===== config.mk =====
export PLATFORM = sky130hd
export DESIGN_NAME = alu_stream_core
export DESIGN_NICKNAME = d
export VERILOG_FILES = /design/src/rtl/alu_pkg.sv /design/src/rtl/alu_divider.sv /design/src/rtl/alu_stream_core.sv
export SDC_FILE = /design/constraint.sdc
export NUM_CORES = 1
export LEC_CHECK = 0
export CORE_ASPECT_RATIO = 1.75
export CORE_MARGIN = 1
export CORE_UTILIZATION = 35
export DETAILED_ROUTE_END_ITERATION = 16
export GPL_TIMING_DRIVEN = 0
export PLACE_DENSITY = 0.56
export RECOVER_POWER = 25
export SYNTH_ARGS = -nofsm -noshare
export SYNTH_HDL_FRONTEND = slang
export SYNTH_SLANG_ARGS = --single-unit

===== constraint.sdc =====
create_clock -name clk -period 3.8 [get_ports clk]
set_input_delay 0.38 -clock clk [delete_from_list [all_inputs] [get_ports clk]]
set_output_delay 0.38 -clock clk [all_outputs]
set_load 0.01 [all_outputs]

===== src/rtl/alu_pkg.sv =====
// alu_pkg: opcode and FSM state types shared by the ALU stream core
package alu_pkg;
  typedef enum logic [3:0] {
    OP_ADD, OP_SUB, OP_MUL, OP_DIV, OP_SLL, OP_SRL, OP_ROL, OP_ROR,
    OP_AND, OP_OR, OP_XOR, OP_NOR, OP_NAND, OP_XNOR, OP_GT, OP_EQ
  } op_e;
  typedef enum logic [1:0] {IDLE, DIV_RUN, DIV_DONE} state_e;
endpackage


===== src/rtl/alu_divider.sv =====
// alu_divider: restoring divider, one quotient bit per cycle (start loads a/b; done high during the final iteration; quo/rem valid the cycle after)
module alu_divider #(
  parameter int WIDTH = 8
) (
  input  logic             clk,
  input  logic             reset,
  input  logic             start,
  input  logic [WIDTH-1:0] a,
  input  logic [WIDTH-1:0] b,
  output logic             done,
  output logic [WIDTH-1:0] quo,
  output logic [WIDTH-1:0] rem
);
  localparam int CW = $clog2(WIDTH + 1);
  logic [WIDTH-1:0] dvs;
  logic [CW-1:0] cnt;
  logic [WIDTH:0] trial;
  logic ge;
  assign trial = {rem, quo[WIDTH-1]};
  assign ge = trial >= {1'b0, dvs};
  assign done = cnt == CW'(1);
  always_ff @(posedge clk or negedge reset)
    if (!reset) begin
      quo <= '0;
      rem <= '0;
      dvs <= '0;
      cnt <= '0;
    end else if (start) begin
      quo <= a;
      rem <= '0;
      dvs <= b;
      cnt <= CW'(WIDTH);
    end else if (cnt != '0) begin
      rem <= ge ? trial[WIDTH-1:0] - dvs : trial[WIDTH-1:0];
      quo <= {quo[WIDTH-2:0], ge};
      cnt <= cnt - CW'(1);
    end
endmodule


===== src/rtl/alu_stream_core.sv =====
// alu_stream_core: handshaked tagged ALU (in_valid/in_ready/in_op/in_a/in_b/in_tag in; out_valid/out_ready/out_result/out_tag/out_ovf/out_dbz out; busy) with iterative divider and in-order output FIFO
module alu_stream_core import alu_pkg::*; #(
  parameter int WIDTH      = 8,
  parameter int FIFO_DEPTH = 4,
  parameter int TAG_W      = 4
) (
  input  logic               clk,
  input  logic               reset,
  input  logic               in_valid,
  output logic               in_ready,
  input  op_e                in_op,
  input  logic [WIDTH-1:0]   in_a,
  input  logic [WIDTH-1:0]   in_b,
  input  logic [TAG_W-1:0]   in_tag,
  output logic               out_valid,
  input  logic               out_ready,
  output logic [2*WIDTH-1:0] out_result,
  output logic [TAG_W-1:0]   out_tag,
  output logic               out_ovf,
  output logic               out_dbz,
  output logic               busy
);
  localparam int SHW = $clog2(WIDTH);
  localparam int PW = $clog2(FIFO_DEPTH);
  localparam logic [PW:0] DEPTH_C = (PW+1)'(FIFO_DEPTH);
  typedef struct packed {
    logic [2*WIDTH-1:0] result;
    logic [TAG_W-1:0]   tag;
    logic               ovf;
    logic               dbz;
  } result_t;
  function automatic logic [2*WIDTH-1:0] zx(input logic [WIDTH-1:0] v);
    return {{WIDTH{1'b0}}, v};
  endfunction
  state_e state;
  result_t mem [FIFO_DEPTH];
  result_t pend, alu_ent, div_ent, head;
  logic pend_valid, accept, div_start, div_done, push, pop;
  logic [PW-1:0] rd_ptr, wr_ptr;
  logic [PW:0] count;
  logic [TAG_W-1:0] div_tag;
  logic [WIDTH-1:0] div_q, div_r;
  logic [WIDTH:0] sum, diff;
  logic [2*WIDTH-1:0] rl, rr;
  logic [SHW-1:0] sh;
  alu_divider #(.WIDTH(WIDTH)) u_div (
    .clk(clk), .reset(reset), .start(div_start), .a(in_a), .b(in_b),
    .done(div_done), .quo(div_q), .rem(div_r)
  );
  // pend_valid counts as in-flight so a pushed result always has a free slot
  assign in_ready = reset && state == IDLE && (count + (PW+1)'(pend_valid) < DEPTH_C);
  assign accept = in_valid && in_ready;
  assign div_start = accept && in_op == OP_DIV && in_b != '0;
  assign push = pend_valid || state == DIV_DONE;
  assign pop = out_valid && out_ready;
  assign out_valid = count != '0;
  assign head = out_valid ? mem[rd_ptr] : '0;
  assign out_result = head.result;
  assign out_tag = head.tag;
  assign out_ovf = head.ovf;
  assign out_dbz = head.dbz;
  assign busy = state != IDLE || pend_valid || out_valid;
  assign div_ent = '{result: {div_r, div_q}, tag: div_tag, ovf: 1'b0, dbz: 1'b0};
  assign sh = in_b[SHW-1:0];
  always_comb begin
    sum = {1'b0, in_a} + {1'b0, in_b};
    diff = {1'b0, in_a} - {1'b0, in_b};
    rl = {in_a, in_a} << sh;
    rr = {in_a, in_a} >> sh;
    alu_ent = '0;
    alu_ent.tag = in_tag;
    case (in_op)
      OP_ADD: begin
        alu_ent.result = zx(sum[WIDTH-1:0]);
        alu_ent.ovf = sum[WIDTH];
      end
      OP_SUB: begin
        alu_ent.result = zx(diff[WIDTH-1:0]);
        alu_ent.ovf = diff[WIDTH];
      end
      OP_MUL: alu_ent.result = zx(in_a) * zx(in_b);
      OP_DIV: begin
        alu_ent.result = {in_a, {WIDTH{1'b1}}};
        alu_ent.dbz = 1'b1;
      end
      OP_SLL: alu_ent.result = zx(in_a << sh);
      OP_SRL: alu_ent.result = zx(in_a >> sh);
      OP_ROL: alu_ent.result = zx(rl[2*WIDTH-1:WIDTH]);
      OP_ROR: alu_ent.result = zx(rr[WIDTH-1:0]);
      OP_AND: alu_ent.result = zx(in_a & in_b);
      OP_OR: alu_ent.result = zx(in_a | in_b);
      OP_XOR: alu_ent.result = zx(in_a ^ in_b);
      OP_NOR: alu_ent.result = zx(~(in_a | in_b));
      OP_NAND: alu_ent.result = zx(~(in_a & in_b));
      OP_XNOR: alu_ent.result = zx(~(in_a ^ in_b));
      OP_GT: alu_ent.result = zx(WIDTH'(in_a > in_b));
      OP_EQ: alu_ent.result = zx(WIDTH'(in_a == in_b));
    endcase
  end
  always_ff @(posedge clk)
    if (push) mem[wr_ptr] <= state == DIV_DONE ? div_ent : pend;
  always_ff @(posedge clk or negedge reset)
    if (!reset) begin
      state <= IDLE;
      pend_valid <= 1'b0;
      pend <= '0;
      div_tag <= '0;
      rd_ptr <= '0;
      wr_ptr <= '0;
      count <= '0;
    end else begin
      pend_valid <= accept && !div_start;
      if (accept && !div_start) pend <= alu_ent;
      if (div_start) div_tag <= in_tag;
      state <= state == IDLE ? (div_start ? DIV_RUN : IDLE) :
               state == DIV_RUN ? (div_done ? DIV_DONE : DIV_RUN) : IDLE;
      if (push) wr_ptr <= wr_ptr + PW'(1);
      if (pop) rd_ptr <= rd_ptr + PW'(1);
      count <= count + (PW+1)'(push) - (PW+1)'(pop);
    end
endmodule


==> run metrics <==
worst-path maximum fanout=5; level count of the clock H-tree=4; die width=136 um; number of cells in the finished layout apart from fillers=1619; effective utilization at floorplan=35.8%; endpoint arrival time on the critical path=4250 ps; Worst Tran Pin Value=1670 ps; DR iter-0 viols=587; Final Cycle Share=103%; post-synthesis cell type with the largest combined area=edfxtp_1; register area share after synthesis=38.3%; antenna violations before repair=0; number of synthesized flops with an enable pin=88; Yosys reg bits=152; Via-to-Cell Ratio=5.54; post-detailed-route wirelength per cell=22.1 um; total congestion overflow after global routing=0; unrepaired setup endpoints after global routing=yes; Clock Path Buffers=2; critical path type=input port to flip-flop; MaxCap Viol Count=1; hpwl dp=27.4 mm; setup violators final=6; setup slack of the worst register-to-register path=860 ps; post-synthesis async set-or-reset flop share=42.1%; total vias in the final route=8969; number of synthesis warnings=0; Max Fclk=256 MHz; Floorplan Core Area=0.0309 mm2; final critical path time including I/O delays and setup=3900 ps; utilization after layout=45.3%; first-pass GRT wire length=54.7 mm; fraction of layout cells with a size suffix above 1=22.8%; count of endpoints failing hold in the final timing report=0; maximum number of pins on one net before global-route repair=68; routability congestion estimate=0.992; number of clock sinks seen by CTS=152; hold-fix buffers at CTS=0; element type at the critical path start=input port; TritonCTS clock tree=done; Die Height=237 um; distinct cell type count of the synthesized netlist=68; standby leakage power=0.00566 uW; count of unresolved DRC violations after routing=0; Antenna diodes=0; clock network latency to the later pin of the worst-skew pair=430 ps; synthesized area divided by synthesized cell count=10.2 um2; mapped cell area=0.0111 mm2; top-level I/O count=53; number of nets in the layout=1360; via count of the first global-routing pass=9259; drt pass-1 iters=5; # rows=85; Crit path required time=4150 ps; clock-pin slew of the registers on the worst-case setup and hold paths=60 ps; root buf cell=clkbuf_16; port bufs=52; die area=0.0324 mm2; most instantiated flip-flop cell in the synthesis netlist=edfxtp_1; ranking of synthesized cells by area=edfxtp_1 (24%), dfrtp_1 (14%), ha_1 (8.7%), fa_1 (7.2%), mux4_2 (6.7%); Slew HR=-11.6%; critical path endpoint category=flip-flop; # placed instances=1530; failing checks=capacitance limit, slew limit, setup timing; nets in the synthesized netlist=1228; area overhead of the layout relative to synthesis=26.7%; setup skew after layout=5.41 ps; clock buffers created by TritonCTS=17; Final Slew Violations=68; top cells by count, synth=nand2_1 (103), inv_1 (98), edfxtp_1 (88); wire length after detailed routing=35.8 mm; Hold/Removal Path Class=input port to async pin; count of antenna-violating nets left after detailed routing=0; PD cells=607 mW/mm2; count of mapped cells out of synthesis=1083; post-route setup slack=-98.7 ps; result of the run=finished with violations; worst IR drop on VDD=399 uV; most instantiated library cell after synthesis=nand2_1; Global Route Usage Sum=23.2%; share of the synthesized area in the top cell type=23.9%
==> metrics by stage <==
step,area (um2),TNS [ps],hold slack [ps],setup slack [ps],power (uW)
3_5_place_dp,12400,-17290,456,-1840,6450
4_1_cts,13700,0,64.7,0.167,8450
2_1_floorplan,11300,-490,84.4,-94.1,5180
3_3_place_gp,12300,-55510,448,-1830,6370
5_1_grt,14000,-1160,350,-230,9100
6_report,14000,-389,356,-98.7,8510
==> where the power goes <==
group          switching (uW)  leakage (uW)  internal [uW]  total, uW
Combinational            2180       0.00379           2100       4290
Clock                     674      0.000290           1050       1730
Sequential                242       0.00159           2260       2500
Total                    3100       0.00566           5420       8510
==> kinds of logic (layout without fill, tap and decap cells) <==
group | after synthesis | in the layout | share of synthesized area [%]
AOI/OAI and AO/OA | 221 | 221 | 12.8
and+or+nand+nor | 335 | 335 | 14.9
adders and majority gates | 117 | 117 | 15.9
xor gates and xnor gates | 30 | 30 | 2.37
muxes | 66 | 66 | 9.99
DFF | 152 | 152 | 38.3
buffers and inverters | 162 | 307 | 5.67
==> critical path: stages <==
cell	delay, ps
buf_8	100
buf_12	120
buf_12	130
inv_16	70
nor2_4	40
fa_1	490
inv_2	40
fa_1	480
inv_2	40
fa_1	470
inv_1	50
fa_1	490
inv_2	40
ha_4	280
buf_4	110
o21ai_1	60
a21oi_1	190
o21ai_2	130
xnor2_1	220
a22oi_1	110
o21ai_1	210
==> registers in the layout, indices dropped and copies added, names as in the netlist, 3 cells and up <==
| register | count |
|---|---|
| u_div.rem | 8 |
| count | 3 |
| div_tag | 4 |
| u_div.quo | 8 |
| u_div.cnt | 4 |
| mem | 88 |
| pend | 22 |
| u_div.dvs | 8 |
==> per-layer routing <==
metal / up-vias / track usage, % / wire length [um]
met4: 0 / 16.8 / 2840
met5: - / 0 / 0
met2: 262 / 43.1 / 19300
li1: 4115 / - / -
met1: 4473 / 23.3 / 12500
met3: 119 / 2.62 / 1120
==> path summary, 6_finish.rpt <==
check	from	to	cells past startpoint
worst max register to register	u_div.dvs[1]	u_div.rem[1]	8
worst min register to register	div_tag[1]	div_tag[1]	2
max in group asynchronous	reset	pend[4]	1
min in group clk	in_b[4]	u_div.dvs[4]	3
worst min-delay path	reset	pend[21]	1
worst max-delay path	in_b[2]	pend[16]	21
==> layout by cell type, fill, tap and decap left out, drive strengths merged, types with 12 or more instances in the layout <==
master / n
nand2: 103
inv: 97
buf: 93
edfxtp: 88
nor2: 83
ha: 77
o21ai: 66
dfrtp: 64
clkbuf: 61
a21oi: 51
fa: 40
clkdlybuf4s50: 35
mux4: 33
and2: 32
mux2: 26
xnor2: 25
nor2b: 18
nand3: 17
and3: 16
nor3: 16
o21a: 12
a31oi: 12
clkinv: 12
==> what timing repair did <==
action                                  4_1_cts  5_1_grt
hold endpoints to repair                      0        0
resized for setup                           180       43
buffers inserted                             40       20
gates cloned                                  0        0
endpoints found under the setup margin       14        9
pin swaps                                    27       38
==> area by class of cell <==
class | instances | area, um2
buffer | 56 | 437
inverter | 104 | 520
clock inverter | 14 | 171
timing repair buffer | 115 | 1060
multi-input combinational | 769 | 6670
tap | 391 | 489
clock buffer | 18 | 439
sequential | 152 | 4240
fill | 2914 | 16900
Note: power is estimated with default switching activity, not from simulation.
